$ cat src/rtl/regfile_rename.sv
// regfile_rename: architectural register file with per-register rename status
// (busy bit + ROB tag) for a Tomasulo/ROB core.
//
// Reads are combinational: each port returns either a ready operand or the ROB
// tag to wait on. Dispatch allocates destinations, ROB commit writes values back
// and releases renames, and flush drops every rename.
//
// Optional feature macro: RF_CDB_BYPASS_EN
//   defined   - a busy register whose tag matches the current CDB broadcast is
//               read as ready with cdb_data.
//   undefined - cdb_* inputs are accepted but ignored.
//
// Reset is synchronous, active-high (rst). All state updates are gated by rdy.
module regfile_rename #(
  parameter int NREG  = 32,
  parameter int XLEN  = 32,
  parameter int TAG_W = 4,
  parameter int NRD   = 2,
  localparam int AW   = $clog2(NREG)
) (
  input  logic                 clk,
  input  logic                 rst,
  input  logic                 rdy,
  input  logic [NRD-1:0]       rd_en,
  input  logic [NRD*AW-1:0]    rd_addr,
  output logic [NRD-1:0]       rd_valid,
  output logic [NRD-1:0]       rd_busy,
  output logic [NRD*XLEN-1:0]  rd_data,
  output logic [NRD*TAG_W-1:0] rd_tag,
  input  logic                 alloc_valid,
  input  logic [AW-1:0]        alloc_addr,
  input  logic [TAG_W-1:0]     alloc_tag,
  input  logic                 commit_valid,
  input  logic [AW-1:0]        commit_addr,
  input  logic [TAG_W-1:0]     commit_tag,
  input  logic [XLEN-1:0]      commit_data,
  input  logic                 cdb_valid,
  input  logic [TAG_W-1:0]     cdb_tag,
  input  logic [XLEN-1:0]      cdb_data,
  input  logic                 flush
);

  logic [XLEN-1:0]  r_regs [NREG];
  logic [TAG_W-1:0] r_tags [NREG];
  logic [NREG-1:0]  r_busy;

  logic [AW-1:0]    w_addr [NRD];

`ifndef RF_CDB_BYPASS_EN
  // The CDB is snooped by the reservation stations instead; keep the inputs
  // visibly consumed so they remain part of the interface.
  logic w_cdb_unused;
  assign w_cdb_unused = ^{cdb_valid, cdb_tag, cdb_data};
`endif

  // Commit first, then alloc/flush, so a same-cycle alloc overrides the
  // commit's busy release on the same register.
  always_ff @(posedge clk) begin
    if (rst) begin
      r_busy <= '0;
      for (int r = 0; r < NREG; r++) begin
        r_regs[r] <= '0;
        r_tags[r] <= '0;
      end
    end else if (rdy) begin
      if (commit_valid && (commit_addr != '0)) begin
        r_regs[commit_addr] <= commit_data;
        // A stale commit (older tag) must not release a newer rename.
        if (r_tags[commit_addr] == commit_tag) begin
          r_busy[commit_addr] <= 1'b0;
        end
      end
      if (flush) begin
        r_busy <= '0;
      end else if (alloc_valid && (alloc_addr != '0)) begin
        r_busy[alloc_addr] <= 1'b1;
        r_tags[alloc_addr] <= alloc_tag;
      end
    end
  end

  // Split the packed address bus into one address per read port.
  always_comb begin
    for (int i = 0; i < NRD; i++) begin
      w_addr[i] = rd_addr[i*AW +: AW];
    end
  end

  // Per-port operand lookup against pre-update state: ready value, same-cycle
  // commit forward, optional CDB forward, otherwise the tag to wait on.
  always_comb begin
    rd_valid = '0;
    rd_busy  = '0;
    rd_data  = '0;
    rd_tag   = '0;
    for (int i = 0; i < NRD; i++) begin
      if (rd_en[i] && !rst) begin
        rd_valid[i] = 1'b1;
        if (w_addr[i] != '0) begin
          if (!r_busy[w_addr[i]]) begin
            rd_data[i*XLEN +: XLEN] = r_regs[w_addr[i]];
          end else if (commit_valid && (commit_addr == w_addr[i]) &&
                       (commit_tag == r_tags[w_addr[i]])) begin
            rd_data[i*XLEN +: XLEN] = commit_data;
`ifdef RF_CDB_BYPASS_EN
          end else if (cdb_valid && (cdb_tag == r_tags[w_addr[i]])) begin
            rd_data[i*XLEN +: XLEN] = cdb_data;
`endif
          end else begin
            rd_busy[i]               = 1'b1;
            rd_tag[i*TAG_W +: TAG_W] = r_tags[w_addr[i]];
          end
        end
      end
    end
  end

endmodule

$ cat config.mk
export PLATFORM = sky130hd
export DESIGN_NAME = regfile_rename
export DESIGN_NICKNAME = d
export VERILOG_FILES = /design/src/rtl/regfile_rename.sv
export SDC_FILE = /design/constraint.sdc
export NUM_CORES = 2
export LEC_CHECK = 0
export ABC_AREA = 0
export CAP_MARGIN = 10
export CORE_MARGIN = 1.5
export CORE_UTILIZATION = 60
export DETAILED_ROUTE_END_ITERATION = 12
export PLACE_DENSITY_LB_ADDON = 0.3
export SYNTH_ARGS = -nofsm -noshare
export SYNTH_HDL_FRONTEND = slang
export SYNTH_SLANG_ARGS = --single-unit
$ cat constraint.sdc
create_clock -name clk -period 6.59 [get_ports clk]
set_input_delay 1.6475 -clock clk [delete_from_list [all_inputs] [get_ports clk]]
set_output_delay 1.6475 -clock clk [all_outputs]
set_load 0.1 [all_outputs]
==> results.sh <==
export IMPL_synth_compound_area_frac=0.0483
export IMPL_drive_above_1_share=0.273
export IMPL_synthCells=4619
export IMPL_path_delay_family="buffers and inverters"
export IMPL_start_kind="input port"
export IMPL_top_layer_used="met4"
export IMPL_hpwl_mm=131
export IMPL_holdBufCountCts=0
export IMPL_dpl_cell_count=5880
export IMPL_drc=0
export IMPL_ys_ff_latch=1184
export IMPL_cpMostUsedCell="buf_12"
export IMPL_grt_pass1_wl_mm=315
export IMPL_min_period_over_period=0.993
export IMPL_root_buffer="clkbuf_16"
export IMPL_final_cells=6114
export IMPL_via_per_inst=7.78
export IMPL_antenna_found_initial=2
export IMPL_clock_sinks=1184
export IMPL_crit_chain="buf_8 -> buf_8 -> mux4_2 -> mux2i_1 -> nor3_1 -> nor3_1 -> buf_4 -> xnor2_1 -> or4_4 -> buf_12 -> buf_12 -> o22ai_2 -> buf_12"
export IMPL_yosysWarnings=0
export IMPL_clkLatencyLatePin_ns=0.74
export IMPL_wl_met2_mm=101
export IMPL_ant_nets=0
export IMPL_reg2reg_depth=8
export IMPL_clock_skew_ns=0.0178
export IMPL_rsz0062_at_grt="false"
export IMPL_synth_simple_area_share=0.114
export IMPL_final_nets=4715
export IMPL_p_per_area_nw_per_um2=249
export IMPL_r2r_end="r_busy[25]$_SDFFE_PP0P_"
export IMPL_dpl_cell_area_um2=70400
export IMPL_cp_data_required_time_ns=4.94
export IMPL_gr_total_overflow=0
export IMPL_vias=47583
export IMPL_cts_path_max_buffers=3
export IMPL_irDropWorstVdd_v=0.000217
export IMPL_yosysSeqAreaShare=0.544
export IMPL_grt_start_max_net_pins=140
export IMPL_numCtsBuffers=120
export IMPL_p_comb_frac=0.160
export IMPL_slowest_delay_ns=0.56
export IMPL_synth_flop_cell="edfxtp_1"
export IMPL_drv_slew=0
export IMPL_start_util=0.605
export IMPL_drv_cap=0
export IMPL_grt_usage=0.395
export IMPL_p_int_w=0.0135
export IMPL_crit_path_max_fanout=25
export IMPL_synth_edf_count=1152
export IMPL_layout_commonest_cell="edfxtp_1"
export IMPL_min_path_cells=1
export IMPL_max_freq_mhz=153
export IMPL_synth_top_family_by_area="multiplexers"
export IMPL_end_kind="output port"
export IMPL_synth_fa_ha_area_frac=0
export IMPL_ys_async_sr_fraction=0
export IMPL_hold_viol=0
export IMPL_drt_met1_wl_mm=70.6
export IMPL_dieArea_um2=110000
export IMPL_drt_total_wl_mm=220
export IMPL_min_to="r_busy[0]$_SDFFE_PP0P_"
export IMPL_firstDrtPassIters=7
export IMPL_swShare=0.270
export IMPL_min_from="r_busy[0]$_SDFFE_PP0P_"
export IMPL_mostFrequentLayoutCells="edfxtp_1 (1152), nor3_1 (1036), mux4_2 (574), mux2i_1 (293), buf_4 (234)"
export IMPL_syn_cell_area_um2=64800
export IMPL_wire_per_inst_um=36.0
export IMPL_min_period_ns=6.55
export IMPL_outcome="finished clean"
export IMPL_p_leak_nw=24.7
export IMPL_finalSetupViolCount=0
export IMPL_die_w_um=332
export IMPL_synthXorXnorAreaFrac=0.00203
export IMPL_final_cell_area_um2=74400
export IMPL_worstSetupPathType="input port to output port"
export IMPL_cts_tree="done"
export IMPL_seqPwrFrac=0.478
export IMPL_critPathArrivalTime_ns=4.90
export IMPL_drtIter0Drc=8025
export IMPL_r2r_start="r_tags[15][2]$_SDFFCE_PN0P_"
export IMPL_area_delta_synth_final_pct=14.9
export IMPL_place_congestion=0.954
export IMPL_cts_clk_slew_worst_paths_ns=0.05
export IMPL_h_tree_depth=3
export IMPL_num_rows=120
export IMPL_hp_class="flop to flop"
export IMPL_worst_pin_slew_ns=1.25
export IMPL_fp_dieH_um=332
export IMPL_io_buffers=143
export IMPL_pwr_share_clk=0.362
export IMPL_finalPower_w=0.0186
export IMPL_ys_types=63
export IMPL_relSlewSlack=0.162
export IMPL_path_buf_inv=6
export IMPL_switching_power_w=0.00501
export IMPL_wl_met3_mm=32.0
export IMPL_core_um2=107000
export IMPL_grt_pass1_vias=46723
export IMPL_avgSynthCellArea_um2=14.0
export IMPL_synth_area_mux_share=0.252
export IMPL_slowest_stage="mux4_2"
export IMPL_regToRegSetupSlack_ns=3.99
export IMPL_ioPinCount=181
## through the flow
| step | hold slack, ns | TNS (ns) | util | worst slack, ns |
|---|---|---|---|---|
| finish | 0.507 | 0 | 0.695 | 0.0439 |
| global route | 0.517 | 0 | 0.695 | 0.0162 |
| CTS | 0.499 | 0 | 0.694 | 0.0871 |
| detailed placement | 0.489 | -0.161 | 0.658 | -0.0450 |
| global placement | 0.485 | -0.168 | 0.658 | -0.0423 |
| floorplan | 0.443 | -2.01 | - | -0.634 |
## sequential cells by signal, indices dropped and copies added (netlist names)
name and count:
r_tags 128, r_regs 1024, r_busy 32
## worst max-delay path by stage
stage	from	cells after the start	endpoint
5_1_grt	rd_addr[0]	12	rd_data[23]
2_1_floorplan	rd_addr[2]	10	rd_tag[0]
4_1_cts	rd_addr[0]	13	rd_data[23]
3_3_place_gp	rd_addr[6]	9	rd_data[56]
6_report	rd_addr[0]	13	rd_data[23]
3_5_place_dp	rd_addr[6]	9	rd_data[56]
## metal layers
metal / vias to the layer above / track usage
met1: 23513 / 0.506
met2: 4478 / 0.608
li1: 18667 / -
met4: 0 / 0.247
met5: - / 0
met3: 925 / 0.100
## final cells by class
type                       count  area (um^2)
clock buffer                 148         3190
antenna                        1         2.50
tap                         1403         1760
multi-input combinational   2829        28400
timing repair buffer         429         5060
fill                        6946        32600
clock inverter                74          606
sequential                  1184        35200
inverter                      46          180
## repair_timing
action / in CTS / in global routing
gates resized for setup: 1 / 2
endpoints found under the setup margin: 7 / 4
setup buffers: 6 / 0
pin swaps: 1 / 0
## power by group through the flow
stage          clock, W  combinational (W)  sequential, W
4_1_cts         0.00668            0.00289        0.00886
3_5_place_dp          0            0.00286        0.00901
5_1_grt         0.00696            0.00302        0.00890
2_1_floorplan         0            0.00183        0.00893
3_3_place_gp          0            0.00283        0.00896
6_report        0.00672            0.00297        0.00888
## synthesized netlist by cell type, types with 3 or more instances
cell      count  area, um^2
mux2i_1     293        2930
clkbuf_1    430        1610
or2_2        33         206
xor2_1        7        61.3
nor2_1       82         308
or4bb_1       5        56.3
or3_1         5        31.3
mux2_2       24         270
nand4b_1      4        35.0
o211ai_1     32         240
a22oi_1      54         405
nor2b_1      17         106
buf_2        66         330
or4b_2        4        40.0
o21ai_0      38         190
o31a_1        3        26.3
nand2_1      61         229
nor3_1     1036        5180
buf_6         5        56.3
o21bai_1     36         270
a221oi_1     82         718
and2_1      121         757
edfxtp_1   1152       34600
a211oi_1      4        30.0
buf_1        81         304
dfxtp_1      32         641
buf_4        13        97.6
o21a_1        3        22.5
nand3_1      17        85.1
nand3b_1      5        37.5
o22ai_1      65         407
mux4_2      574       12900
nor4_1        9        56.3
nand2b_1      9        56.3
a21oi_1      79         395
nand4_1       5        31.3
xnor2_1       8        70.1
inv_1        46         173
mux4_1        8         210
and3_1       10        62.6
o41ai_1      32         280
## cells by family after synthesis
kind of cell | Yosys count
XOR/XNOR | 15
flip-flops | 1184
other | 1
multiplexers | 899
buffers and inverters | 641
AND/OR/NAND/NOR | 1434
AO/OA/AOI/OAI | 445
No activity file was read; power rests on OpenSTA's default activity.
